--- src/rtl/wb_cmd_master.sv ---
// Wishbone classic single-transfer initiator: one valid/ready command in, one bus
// cycle out, one valid/ready response back (read data or timeout error).
module wb_cmd_master #(
    parameter int TIMEOUT = 255
) (
    input  logic        wb_clk_i,
    input  logic        wb_rst_i,
    input  logic        cmd_valid,
    output logic        cmd_ready,
    input  logic        cmd_we,
    input  logic [31:0] cmd_adr,
    input  logic [31:0] cmd_dat,
    input  logic [3:0]  cmd_sel,
    output logic        rsp_valid,
    input  logic        rsp_ready,
    output logic [31:0] rsp_dat,
    output logic        rsp_err,
    output logic        wbm_cyc_o,
    output logic        wbm_stb_o,
    output logic        wbm_we_o,
    output logic [31:0] wbm_adr_o,
    output logic [31:0] wbm_dat_o,
    output logic [3:0]  wbm_sel_o,
    input  logic [31:0] wbm_dat_i,
    input  logic        wbm_ack_i
);

    // TIMEOUT=0 still needs a legal one-bit counter even though it is never compared.
    localparam int CW = (TIMEOUT > 0) ? $clog2(TIMEOUT + 1) : 1;

    typedef enum logic [1:0] {IDLE, BUS, RESP} state_t;

    state_t        state;
    logic [CW-1:0] cnt;

    always_ff @(posedge wb_clk_i) begin
        if (wb_rst_i) begin
            state     <= IDLE;
            cnt       <= '0;
            cmd_ready <= 1'b0;
            rsp_valid <= 1'b0;
            rsp_dat   <= '0;
            rsp_err   <= 1'b0;
            wbm_cyc_o <= 1'b0;
            wbm_stb_o <= 1'b0;
            wbm_we_o  <= 1'b0;
            wbm_adr_o <= '0;
            wbm_dat_o <= '0;
            wbm_sel_o <= '0;
        end else begin
            case (state)
                IDLE: begin
                    if (cmd_valid && cmd_ready) begin
                        cmd_ready <= 1'b0;
                        wbm_cyc_o <= 1'b1;
                        wbm_stb_o <= 1'b1;
                        wbm_we_o  <= cmd_we;
                        wbm_adr_o <= cmd_adr;
                        wbm_dat_o <= cmd_dat;
                        wbm_sel_o <= cmd_sel;
                        cnt       <= '0;
                        state     <= BUS;
                    end else begin
                        cmd_ready <= 1'b1;
                    end
                end
                BUS: begin
                    // Ack is tested first so it wins over a coincident timeout.
                    if (wbm_ack_i || (TIMEOUT != 0 && cnt == CW'(TIMEOUT))) begin
                        rsp_dat   <= (wbm_ack_i && !wbm_we_o) ? wbm_dat_i : 32'd0;
                        rsp_err   <= !wbm_ack_i;
                        rsp_valid <= 1'b1;
                        wbm_cyc_o <= 1'b0;
                        wbm_stb_o <= 1'b0;
                        wbm_we_o  <= 1'b0;
                        wbm_adr_o <= '0;
                        wbm_dat_o <= '0;
                        wbm_sel_o <= '0;
                        state     <= RESP;
                    end else if (cnt != '1) begin
                        cnt <= cnt + 1'b1;
                    end
                end
                RESP: begin
                    if (rsp_ready) begin
                        rsp_valid <= 1'b0;
                        cmd_ready <= 1'b1;
                        state     <= IDLE;
                    end
                end
                default: state <= IDLE;
            endcase
        end
    end

endmodule

--- config.mk ---
export PLATFORM = sky130hd
export DESIGN_NAME = wb_cmd_master
export DESIGN_NICKNAME = d
export VERILOG_FILES = /design/src/rtl/wb_cmd_master.sv
export SDC_FILE = /design/constraint.sdc
export NUM_CORES = 1
export LEC_CHECK = 0
export ABC_AREA = 0
export CAP_MARGIN = 20
export CORE_ASPECT_RATIO = 2
export CORE_UTILIZATION = 39
export DETAILED_ROUTE_END_ITERATION = 10
export PLACE_DENSITY_LB_ADDON = 0.1
export SLEW_MARGIN = 20
export SYNTH_ARGS = -nofsm -noshare
export SYNTH_HDL_FRONTEND = slang
export SYNTH_SLANG_ARGS = --single-unit
--- constraint.sdc ---
create_clock -name wb_clk_i -period 1.85 [get_ports wb_clk_i]
set_input_delay 0.37 -clock wb_clk_i [delete_from_list [all_inputs] [get_ports wb_clk_i]]
set_output_delay 0.37 -clock wb_clk_i [all_outputs]
set_load 0.01 [all_outputs]
==> impl_summary.log <==
[metrics] area overhead of the layout relative to synthesis: 74.00%
[metrics] placeable core region: 0.01008 mm²
[metrics] total of warnings raised by yosys: 0
[metrics] Yosys reg bits: 115
[metrics] worst setup margin: approximately 0.087 ns
[metrics] Synth Area per Inst: about 11 µm²
[metrics] top cells by area, synth: dfxtp_1 57%, a22o_1 15%, mux2i_1 7.9%, nand2_1 6.2%, buf_2 1.7%
[metrics] maximum number of pins on one net before global-route repair: 70
[metrics] routed vias: between 3,000 and 4,000
[metrics] slack of the worst reg-to-reg path: roughly 0.087 ns
[metrics] period utilisation layout: between 90% and 100%
[metrics] Final Routed Wirelength: 11.97 mm
[metrics] RR Endpoint: wbm_dat_o[26]$_SDFFE_PP0P_
[metrics] PortBufs: approximately 210
[metrics] detailed router's first-iteration violation count: 142
[metrics] worst slew pin tran: approximately 0.37 ns
[metrics] Fill cells: 763
[metrics] worst reg2reg path startpoint: cnt[0]$_SDFFE_PP0P_
[metrics] category of the worst setup path launch point: flop
[metrics] maximum resistive drop on vdd: 0.7149 mV
[metrics] vias in the first global route: 3,686
[metrics] Post-layout nets: slightly below 700
[metrics] Global Route Usage Sum: between 20% and 30%
[metrics] amount of wire on met2 after detailed routing: roughly 6.3 mm
[metrics] proportion of register bits with asynchronous set or reset after synthesis: 0%
[metrics] unrepaired setup endpoints after global routing: no
[metrics] maximum clock frequency: roughly 570 MHz
[metrics] register area: approximately 0.0023 mm²
[metrics] share of the yosys chip area belonging to registers: 56.81%
[metrics] via count normalized by instance count: just over 5
[metrics] clock latency on the worst-skew pair: 0.40 ns
[metrics] H-tree depth reported by CTS: 4
[metrics] root cell of the clock tree: clkbuf_16
[metrics] CTS tree: built
[metrics] post-synthesis instance total: roughly 370
[metrics] number of antenna violations at the first check in global routing: 0
[metrics] Bufs on Longest Clock Path: 2
[metrics] Setup Fix Bufs, Post-CTS: 0
[metrics] predominant post-synthesis flop cell: dfxtp_1
[metrics] fraction of final layout cells sized beyond drive strength 1: under 10%
[metrics] sink count of the clock tree: around 120
[metrics] detailed-route wire length on metal 1: 4.501 mm
[metrics] total power: 6.880 mW
[metrics] standard-cell rows: between 50 and 60
[metrics] setup tns final: 0 ns
[metrics] post-synthesis instance area: around 0.0041 mm²
[metrics] Post-DP HPWL: 8.074 mm
[metrics] worst setup path endpoint: wbm_dat_o[26]$_SDFFE_PP0P_
[metrics] data arrival time at the worst-slack endpoint: ~2.0 ns
[metrics] routability congestion estimate from global placement: around 0.80
[metrics] shortest clock period the worst path allows after layout: approximately 1.8 ns
[metrics] DRC violations left: 0
[metrics] max-slew violations: 0
[metrics] Final ANT Viol Nets: 0
[metrics] number of I/O pins: 212
[metrics] multi-input logic area: between 0.0015 and 0.002 mm²
[metrics] leading area contributor after synthesis: dfxtp_1
[metrics] total setup violations reported at the end of the flow: 0
[metrics] number of clock buffers inserted by TritonCTS: 17
[metrics] highest metal layer with signal wires: met4
[metrics] EDFF count, synth: 0
[metrics] die area: roughly 0.011 mm²
[metrics] final-report hold violation count: 0
[metrics] static power due to leakage: ~2.8 nW
[metrics] top library cells by usage in the layout, fill and taps aside: 211 x clkdlybuf4s50_1, 115 x dfxtp_1, 69 x a22o_1
[metrics] DRT Pass-1 Iters: 4
[metrics] maximum fanout count along the critical path: 35
[metrics] type of the most critical hold path: reg -> reg
[metrics] setup clock skew after layout: roughly 0.0089 ns
[metrics] number of cell instances on the worst register-to-register path: 6
[metrics] number of max-cap violations: 0
[metrics] CTS clk-pin slew, worst paths: approximately 0.050 ns
[metrics] outcome: completed
[metrics] Initial Util: 40.19%
[metrics] post-synth cell types: 40
[metrics] average detailed-routed wire length per instance: between 15 and 20 µm
[metrics] wire length on met3: about 910 µm
[metrics] die width: approximately 74 µm
[metrics] critical path class: reg -> reg
[metrics] leading cell type in the layout, fill and taps excluded: clkdlybuf4s50_1
[metrics] power density relative to cell area: between 900 and 1000 mW/mm²
[metrics] Rel. slew slack: 75.47%
[metrics] endpoint required time on the critical path: 2.13 ns
[metrics] ant diodes: 0
[metrics] global-route wire length before repair: about 18 mm
[metrics] setup slack at placement: -0.08379 ns
[metrics] die outline height: between 100 and 150 µm
[metrics] Congestion Overflow GR: 0
[metrics] Critical Path Sink Type: flop
[metrics] Worst Setup SP: cnt[0]$_SDFFE_PP0P_
[metrics] Post-Syn Nets: approximately 480
[metrics] top-area cell type share of the netlist area: between 50% and 60%
==> cell type report <==
cell class / count / area share [%]
inverter: 5 / 0.2661
clock buffer: 22 / 6.725
multi-input combinational: 223 / 22.78
sequential: 115 / 32.65
clock inverter: 9 / 2.165
tap: 135 / 2.395
timing repair buffer: 227 / 33.02
==> cells by family after synthesis <==
| family | Yosys count | share of synthesized area (%) |
|---|---|---|
| and+or+nand+nor | 97 | 11.39 |
| muxes | 33 | 8.182 |
| buffers and inverters | 33 | 3.859 |
| DFF | 115 | 56.81 |
| adders and majority gates | 1 | 0.3087 |
| AOI/OAI and AO/OA | 92 | 19.45 |
==> where the power goes <==
group	switching [mW]	internal, mW	leakage, nW
Clock	1.09	2.35	0.310
Sequential	0.0594	2.58	0.934
Combinational	0.302	0.499	1.59
Total	1.45	5.43	2.83
==> layer usage <==
| metal | vias up | track usage, % |
|---|---|---|
| met2 | 159 | 38.59 |
| li1 | 1784 | - |
| met1 | 1757 | 22.63 |
| met5 | - | 0 |
| met4 | 0 | 9.808 |
| met3 | 20 | 7.660 |
==> registers in the layout, summed over array words and instances, names as in the netlist <==
name	count
state	2
rsp_err	1
rsp_dat	32
cnt	8
wbm_we_o	1
wbm_adr_o	32
wbm_stb_o	1
wbm_sel_o	4
cmd_ready	1
wbm_dat_o	32
rsp_valid	1
==> per-stage QoR <==
stage	area [µm²]	hold slack, ns	util [%]	instances
floorplan	4053	0.4666	-	371
global placement	6406	0.4445	63.52	704
detailed placement	6406	0.4510	63.52	704
CTS	7033	0.4580	69.74	735
global route	7052	0.4783	69.93	736
finish	7052	0.4520	69.93	736
==> Yosys cell counts, drive strengths merged, types with 4 or more instances <==
master	number
buf	17
dfxtp	115
nor2	5
clkbuf	11
a21oi	7
mux2i	32
a22o	69
nand2	68
nand3	7
inv	4
==> worst max-delay path: stages, from the launching register on <==
cell and delay (ns):
dfxtp_1 0.40, ha_2 0.25, nand4_4 0.18, o21bai_4 0.24, a211oi_4 0.11, clkbuf_16 0.24
a22o_1 0.23
==> worst min-delay path by stage <==
stage                                to                     start  cells past startpoint  slack [ns]
2_1_floorplan      rsp_err$_SDFFE_PP0P_                 wbm_ack_i                      1        0.47
3_3_place_gp   rsp_dat[11]$_SDFFE_PP0P_  rsp_dat[11]$_SDFFE_PP0P_                      2        0.44
3_5_place_dp     rsp_valid$_SDFFE_PP0P_    rsp_valid$_SDFFE_PP0P_                      2        0.45
4_1_cts        rsp_dat[12]$_SDFFE_PP0P_  rsp_dat[12]$_SDFFE_PP0P_                      2        0.46
5_1_grt         rsp_dat[4]$_SDFFE_PP0P_   rsp_dat[4]$_SDFFE_PP0P_                      2        0.48
6_report       rsp_dat[12]$_SDFFE_PP0P_  rsp_dat[12]$_SDFFE_PP0P_                      2        0.45
==> what timing repair did <==
| item | in CTS | in global routing |
|---|---|---|
| hold buffers | 0 | 0 |
| gates resized for setup | 0 | 2 |
| setup endpoints to repair | 0 | 12 |
Note: power is estimated with default switching activity, not from simulation.
